<file path="config.mk">
export PLATFORM = sky130hd
export DESIGN_NAME = router_switch_ctrl_flat
export DESIGN_NICKNAME = d
export VERILOG_FILES = /design/src/rtl/router_switch_ctrl_if.sv /design/src/rtl/router_switch_ctrl.sv /design/src/flat_wrapper.sv
export SDC_FILE = /design/constraint.sdc
export NUM_CORES = 1
export LEC_CHECK = 0
export ABC_AREA = 1
export ABC_CLOCK_PERIOD_IN_PS = 8970
export BUFFER_PORTS_ARGS = -buffer_cell sky130_fd_sc_hd__buf_4
export CAP_MARGIN = 20
export CORE_UTILIZATION = 30
export CTS_BUF_LIST = sky130_fd_sc_hd__clkbuf_4
export CTS_CLUSTER_DIAMETER = 60
export DETAILED_ROUTE_END_ITERATION = 10
export SYNTH_ARGS = -nofsm -noshare
export SYNTH_HDL_FRONTEND = slang
export SYNTH_SLANG_ARGS = --single-unit
</file>
<file path="constraint.sdc">
create_clock -name clock -period 8.97 [get_ports clock]
set_input_delay 1.3455 -clock clock [delete_from_list [all_inputs] [get_ports clock]]
set_output_delay 1.3455 -clock clock [all_outputs]
set_load 0.02 [all_outputs]
</file>
<file path="src/rtl/router_switch_ctrl_if.sv">
// Header-request / crossbar-select bundle between the input buffers and the switch controller.
interface router_switch_ctrl_if #(
    parameter int FLIT_W = 16
);
    logic [4:0]          h;
    logic [5*FLIT_W-1:0] data;
    logic [4:0]          sender;
    logic [4:0]          ack_h;
    logic [4:0]          free;
    logic [14:0]         mux_in;
    logic [14:0]         mux_out;

    modport master (
        output h, data, sender,
        input  ack_h, free, mux_in, mux_out
    );

    modport slave (
        input  h, data, sender,
        output ack_h, free, mux_in, mux_out
    );
endinterface

</file>
<file path="src/rtl/router_switch_ctrl.sv">
// Switch control for a 5-port XY mesh router: round-robin header arbitration,
// XY route computation, output allocation and sender-driven release.
//   state | meaning
//   IDLE  | pick next requester round-robin after last_grant
//   ROUTE | compute XY direction from the selected header
//   ALLOC | claim the output if free, else give up this pass
//   ACK   | one-cycle header acknowledge, back to IDLE
module router_switch_ctrl #(
    parameter logic [7:0] ADDRESS = 8'h11,
    parameter int         FLIT_W  = 16
) (
    input logic                 clock,
    input logic                 reset,
    router_switch_ctrl_if.slave bus
);
    typedef enum logic [1:0] {IDLE, ROUTE, ALLOC, ACK} state_t;

    localparam logic [2:0] P_EAST  = 3'd0;
    localparam logic [2:0] P_WEST  = 3'd1;
    localparam logic [2:0] P_NORTH = 3'd2;
    localparam logic [2:0] P_SOUTH = 3'd3;
    localparam logic [2:0] P_LOCAL = 3'd4;
    localparam logic [3:0] ADDR_X  = ADDRESS[7:4];
    localparam logic [3:0] ADDR_Y  = ADDRESS[3:0];

    state_t      state_q, state_d;
    logic [2:0]  sel_q, sel_d;
    logic [2:0]  dir_q, dir_d;
    logic [2:0]  last_grant_q, last_grant_d;
    logic [4:0]  free_q, free_d;
    logic [4:0]  ack_q, ack_d;
    logic [4:0]  sender_q, sender_d;
    logic [14:0] mux_in_q, mux_in_d;
    logic [14:0] mux_out_q, mux_out_d;
    logic [7:0]  head_addr [5];
    logic [3:0]  tx, ty;

    always_comb begin
        for (int i = 0; i < 5; i++) begin
            head_addr[i] = bus.data[FLIT_W*i +: 8];
        end
    end

    assign tx = head_addr[sel_q][7:4];
    assign ty = head_addr[sel_q][3:0];

    always_comb begin
        state_d      = state_q;
        sel_d        = sel_q;
        dir_d        = dir_q;
        last_grant_d = last_grant_q;
        free_d       = free_q;
        ack_d        = '0;
        mux_in_d     = mux_in_q;
        mux_out_d    = mux_out_q;
        sender_d     = bus.sender;

        case (state_q)
            IDLE: begin
                if (|bus.h) begin
                    // Descending scan so the closest port after last_grant wins.
                    for (int k = 5; k >= 1; k--) begin
                        if (bus.h[(int'(last_grant_q) + k) % 5]) begin
                            sel_d = 3'((int'(last_grant_q) + k) % 5);
                        end
                    end
                    state_d = ROUTE;
                end
            end
            ROUTE: begin
                if (tx == ADDR_X && ty == ADDR_Y) dir_d = P_LOCAL;
                else if (tx > ADDR_X)             dir_d = P_EAST;
                else if (tx < ADDR_X)             dir_d = P_WEST;
                else if (ty > ADDR_Y)             dir_d = P_NORTH;
                else                              dir_d = P_SOUTH;
                state_d = ALLOC;
            end
            ALLOC: begin
                last_grant_d = sel_q;
                if (free_q[dir_q]) begin
                    free_d[dir_q]           = 1'b0;
                    mux_in_d[3*sel_q +: 3]  = dir_q;
                    mux_out_d[3*dir_q +: 3] = sel_q;
                    ack_d[sel_q]            = 1'b1;
                    state_d                 = ACK;
                end else begin
                    state_d = IDLE;
                end
            end
            ACK: begin
                state_d = IDLE;
            end
            default: state_d = IDLE;
        endcase

        // Release runs after allocation so a falling sender always frees its output.
        for (int i = 0; i < 5; i++) begin
            if (sender_q[i] && !bus.sender[i]) begin
                free_d[mux_in_q[3*i +: 3]] = 1'b1;
            end
        end
    end

    always_ff @(posedge clock) begin
        if (!reset) begin
            state_q      <= IDLE;
            sel_q        <= '0;
            dir_q        <= '0;
            last_grant_q <= P_LOCAL;
            free_q       <= '1;
            ack_q        <= '0;
            sender_q     <= '0;
            mux_in_q     <= '0;
            mux_out_q    <= '0;
        end else begin
            state_q      <= state_d;
            sel_q        <= sel_d;
            dir_q        <= dir_d;
            last_grant_q <= last_grant_d;
            free_q       <= free_d;
            ack_q        <= ack_d;
            sender_q     <= sender_d;
            mux_in_q     <= mux_in_d;
            mux_out_q    <= mux_out_d;
        end
    end

    assign bus.ack_h   = ack_q;
    assign bus.free    = free_q;
    assign bus.mux_in  = mux_in_q;
    assign bus.mux_out = mux_out_q;
endmodule

</file>
<file path="src/flat_wrapper.sv">
// flat-port wrapper written by rule: the top's interface ports become plain ports
module router_switch_ctrl_flat 
#(
    parameter logic [7:0] ADDRESS = 8'h11,
    parameter int         FLIT_W  = 16
)
  (clock, reset, bus_h, bus_data, bus_sender, bus_ack_h, bus_free, bus_mux_in, bus_mux_out);
  router_switch_ctrl_if #(.FLIT_W(FLIT_W)) bus_i ();
  input logic clock;
  input logic reset;
  input wire logic [$bits(bus_i.h)-1:0] bus_h;
  input wire logic [$bits(bus_i.data)-1:0] bus_data;
  input wire logic [$bits(bus_i.sender)-1:0] bus_sender;
  output wire logic [$bits(bus_i.ack_h)-1:0] bus_ack_h;
  output wire logic [$bits(bus_i.free)-1:0] bus_free;
  output wire logic [$bits(bus_i.mux_in)-1:0] bus_mux_in;
  output wire logic [$bits(bus_i.mux_out)-1:0] bus_mux_out;
  assign bus_i.h = bus_h;
  assign bus_i.data = bus_data;
  assign bus_i.sender = bus_sender;
  assign bus_ack_h = bus_i.ack_h;
  assign bus_free = bus_i.free;
  assign bus_mux_in = bus_i.mux_in;
  assign bus_mux_out = bus_i.mux_out;
  router_switch_ctrl #(.ADDRESS(ADDRESS), .FLIT_W(FLIT_W)) u_core (.clock(clock), .reset(reset), .bus(bus_i));
endmodule
</file>
==> results by group <==
Setup path
  – R2r setup slk: roughly 4500 ps
  – Setup CP Type: reg2reg
  – Crit path capture type: flop
  – Register-to-Register Path Depth: 25
  – Max stage delay cell, worst path: dfxtp_1
  – CP most frequent cell: nand2_1
  – Crit path DAT: approximately 4800 ps
  – Family with the most delay on the worst path: simple AND/OR/NAND/NOR gates
  – Data required time of the worst path: about 9300 ps
  – Critical path peak fanout: 17
  – CP Buf/Inv Count: 3
  – FF-to-FF Start: u_core.last_grant_q[0]
  – Crit Reg-Reg Endpoint: u_core.sel_q[0]
  – Worst setup SP type: flop
  – Delay of the slowest cell on the worst path: between 800 and 900 ps

Timing
  – Final hold vios: 0
  – Achievable Freq: ~220 MHz
  – Worst-Margin Slew: a little over 800 ps
  – Tmin final: 4470 ps
  – Final period utilization: approximately half
  – Clock Skew: ~13 ps
  – Minimum hold slack: about 460 ps
  – RSZ-0062 raised after global routing: false
  – Slew Viols, Final: 0
  – Setup tns final: 0 ps
  – Final setup viols: 0
  – Normalized max-slew margin: 46.3%

Worst hold path
  – Hold-critical path depth: 2
  – Hold_sp: u_core.bus.mux_out[0]
  – Hold WC Path Type: reg2reg
  – Worst Hold Path EP: u_core.bus.mux_out[0]

Yosys
  – Synth cell types: 39
  – Top cell type by total area after synthesis: dfxtp_1
  – Synth top area share: a little over a quarter
  – Sequential element share of the synthesized area: 27.3%
  – Syn Inst Count: ~640
  – Mapped Nets: ~770
  – #FFs+latches synth: 56
  – Average size of a mapped cell: about 6.4 µm²
  – Synth Warn #: 0
  – Synth top area cells: dfxtp_1, nand2_1, ha_1
  – Synthesized area: between 0.004 and 0.005 mm²

GRT
  – Antenna violations before repair: 0
  – First-pass GRT wire length: between 15000 and 20000 µm
  – Vias in the first global route: slightly below 4000
  – Largest net degree at the start of global routing: 36
  – Grt ovf: 0
  – Total GRT Usage: 16.3%

Pwr
  – Sequential power share: 28.8%
  – Internal Power: approximately 550 µW
  – Sw Ratio: 49.5%
  – Peak supply drop: approximately 0.079 mV
  – Comb pwr share: roughly 59%
  – P_sw: 539 µW
  – Lkg Pwr: 2.37 nW
  – Share of total power in the clock network: approximately 13%
  – Pwr Density: approximately 220 mW/mm²

Final layout
  – P&R area growth vs syn: 22.3%
  – Commonest non-fill, non-tap cell in the layout: nand2_1
  – Layout Nets: between 800 and 900
  – Fraction of final layout cells with drive strength greater than 1: approximately 18%
  – Util after Layout: between 30% and 40%
  – Most frequent cells in the layout: nand2_1, inv_1, buf_4
  – Post-Layout Cell Count: between 900 and 1000
  – N_diodes: 0
  – Fillers: between 1000 and 1500

Place
  – Post-DP HPWL: approximately 9100 µm
  – Cells after DPL: 897
  – Port Buffer Count: just over 90
  – GP Congestion: ~0.89

Floorplanning
  – Io pins: around 130
  – Chip height: 119 µm
  – Starting Density: between 30% and 40%
  – Die Area: roughly 0.014 mm²
  – Core area: roughly 0.013 mm²
  – Horiz. Die Dim: roughly 120 µm
  – Row count: 42

Clock tree
  – H-tree depth: 2
  – Clk_lat worst skew: around 370 ps
  – CTS Buf Count: 5
  – Clock tree buffer depth: 2
  – Post-CTS Repair Setup Buffers: 0
  – Clock sinks: 56
  – CTS tree: built
  – Clk slew on worst S/H paths: 160 ps
  – Hold Buf Count CTS: 0
  – Root Driver: clkbuf_4
  – Post-CTS sizing: 0

Detailed routing
  – Met2 routed WL: 4780 µm
  – Via Count: about 4400
  – Detailed-router iteration count before antenna repair: 5
  – Post-route ant nets: 0
  – WL met3: 606 µm
  – Max Used Layer: met4
  – Drt drc: 0
  – Met1 Wirelength: 5890 µm
  – Initial DRC count: 280
  – WL per Instance: 12.6 µm
  – Drt via density: around 4.8
  – Final WL: about 11000 µm

Flow run
  – Max Cap Viol: 0

Outcome
  – Status: finished clean
==> cell usage after synthesis (all sizes together) <==
master / count
nand2: 156
inv: 100
nand3: 63
dfxtp: 56
a21oi: 54
nor2: 49
o21ai: 40
ha: 29
nor3: 21
nand4: 18
clkbuf: 9
nor4: 8
o211ai: 6
buf: 5
o221ai: 4
or2: 4
xor2: 4
a211oi: 3
o2111ai: 3
a311oi: 2
clkinv: 2
o31ai: 2
a22oi: 1
nand3b: 1
o21bai: 1
o41ai: 1
or3: 1
xnor2: 1
==> worst min-delay path, stage by stage, from the launching register on <==
cell     delay, ps
dfxtp_1        340
inv_1           50
a21oi_1         50
==> stage by stage <==
step                instance area [µm²]  total power, mW  worst slack [ps]
floorplan                          4100            0.799              5600
global placement                   4940            0.948              4510
detailed placement                 4940            0.952              4520
CTS                                5020             1.09              4500
global route                       5020             1.21              4010
finish                             5020             1.09              4500
==> final cells by class <==
cell class                 instances  area [µm²]  share of cell area, %
multi-input combinational        472        2530                   50.4
clock inverter                     3        42.5                  0.848
tap                              176         220                   4.39
clock buffer                       5        37.5                  0.748
sequential                        56        1120                   22.3
timing repair buffer              91         683                   13.6
inverter                         102         383                   7.63
==> flip-flops by register name, summed over array words and instances, names as in the netlist <==
name                 flops
u_core.bus.free          5
u_core.sel_q             3
u_core.bus.mux_in       15
u_core.sender_q          5
u_core.dir_q             3
u_core.state_q           2
u_core.bus.mux_out      15
u_core.bus.ack_h         5
u_core.last_grant_q      3
==> logic make-up after synthesis <==
family | after synthesis | synth area share (%)
AO/OA/AOI/OAI | 117 | 16.3
buffers and inverters | 116 | 11.0
AND/OR/NAND/NOR | 321 | 35.5
XOR/XNOR | 5 | 1.07
flip-flops | 56 | 27.3
adder cells (fa/ha/maj) | 29 | 8.84
==> routing by layer <==
metal  global-route usage, %  vias up
met5                       0        -
met4                    3.09        0
met3                    2.11        7
met2                    25.3      135
met1                    24.1     1932
li1                        -     2315
==> how the worst max path moves through the flow <==
stage | from | to | slack (ps) | cells after the start
2_1_floorplan | u_core.last_grant_q[0] | u_core.sel_q[2] | 5600 | 26
3_5_place_dp | u_core.last_grant_q[0] | u_core.sel_q[0] | 4520 | 25
4_1_cts | u_core.last_grant_q[0] | u_core.sel_q[0] | 4500 | 25
6_report | u_core.last_grant_q[0] | u_core.sel_q[0] | 4500 | 25
3_3_place_gp | u_core.last_grant_q[0] | u_core.sel_q[0] | 4510 | 25
5_1_grt | u_core.last_grant_q[0] | u_core.sel_q[1] | 4010 | 26
==> power by group through the flow <==
stage	registers (mW)	logic, mW	clock network [mW]
final	0.313	0.638	0.137
after global routing	0.320	0.737	0.151
after CTS	0.314	0.636	0.143
after detailed placement	0.319	0.633	0
after global placement	0.319	0.629	0
after floorplan	0.300	0.499	0
Note: power is estimated with default switching activity, not from simulation.
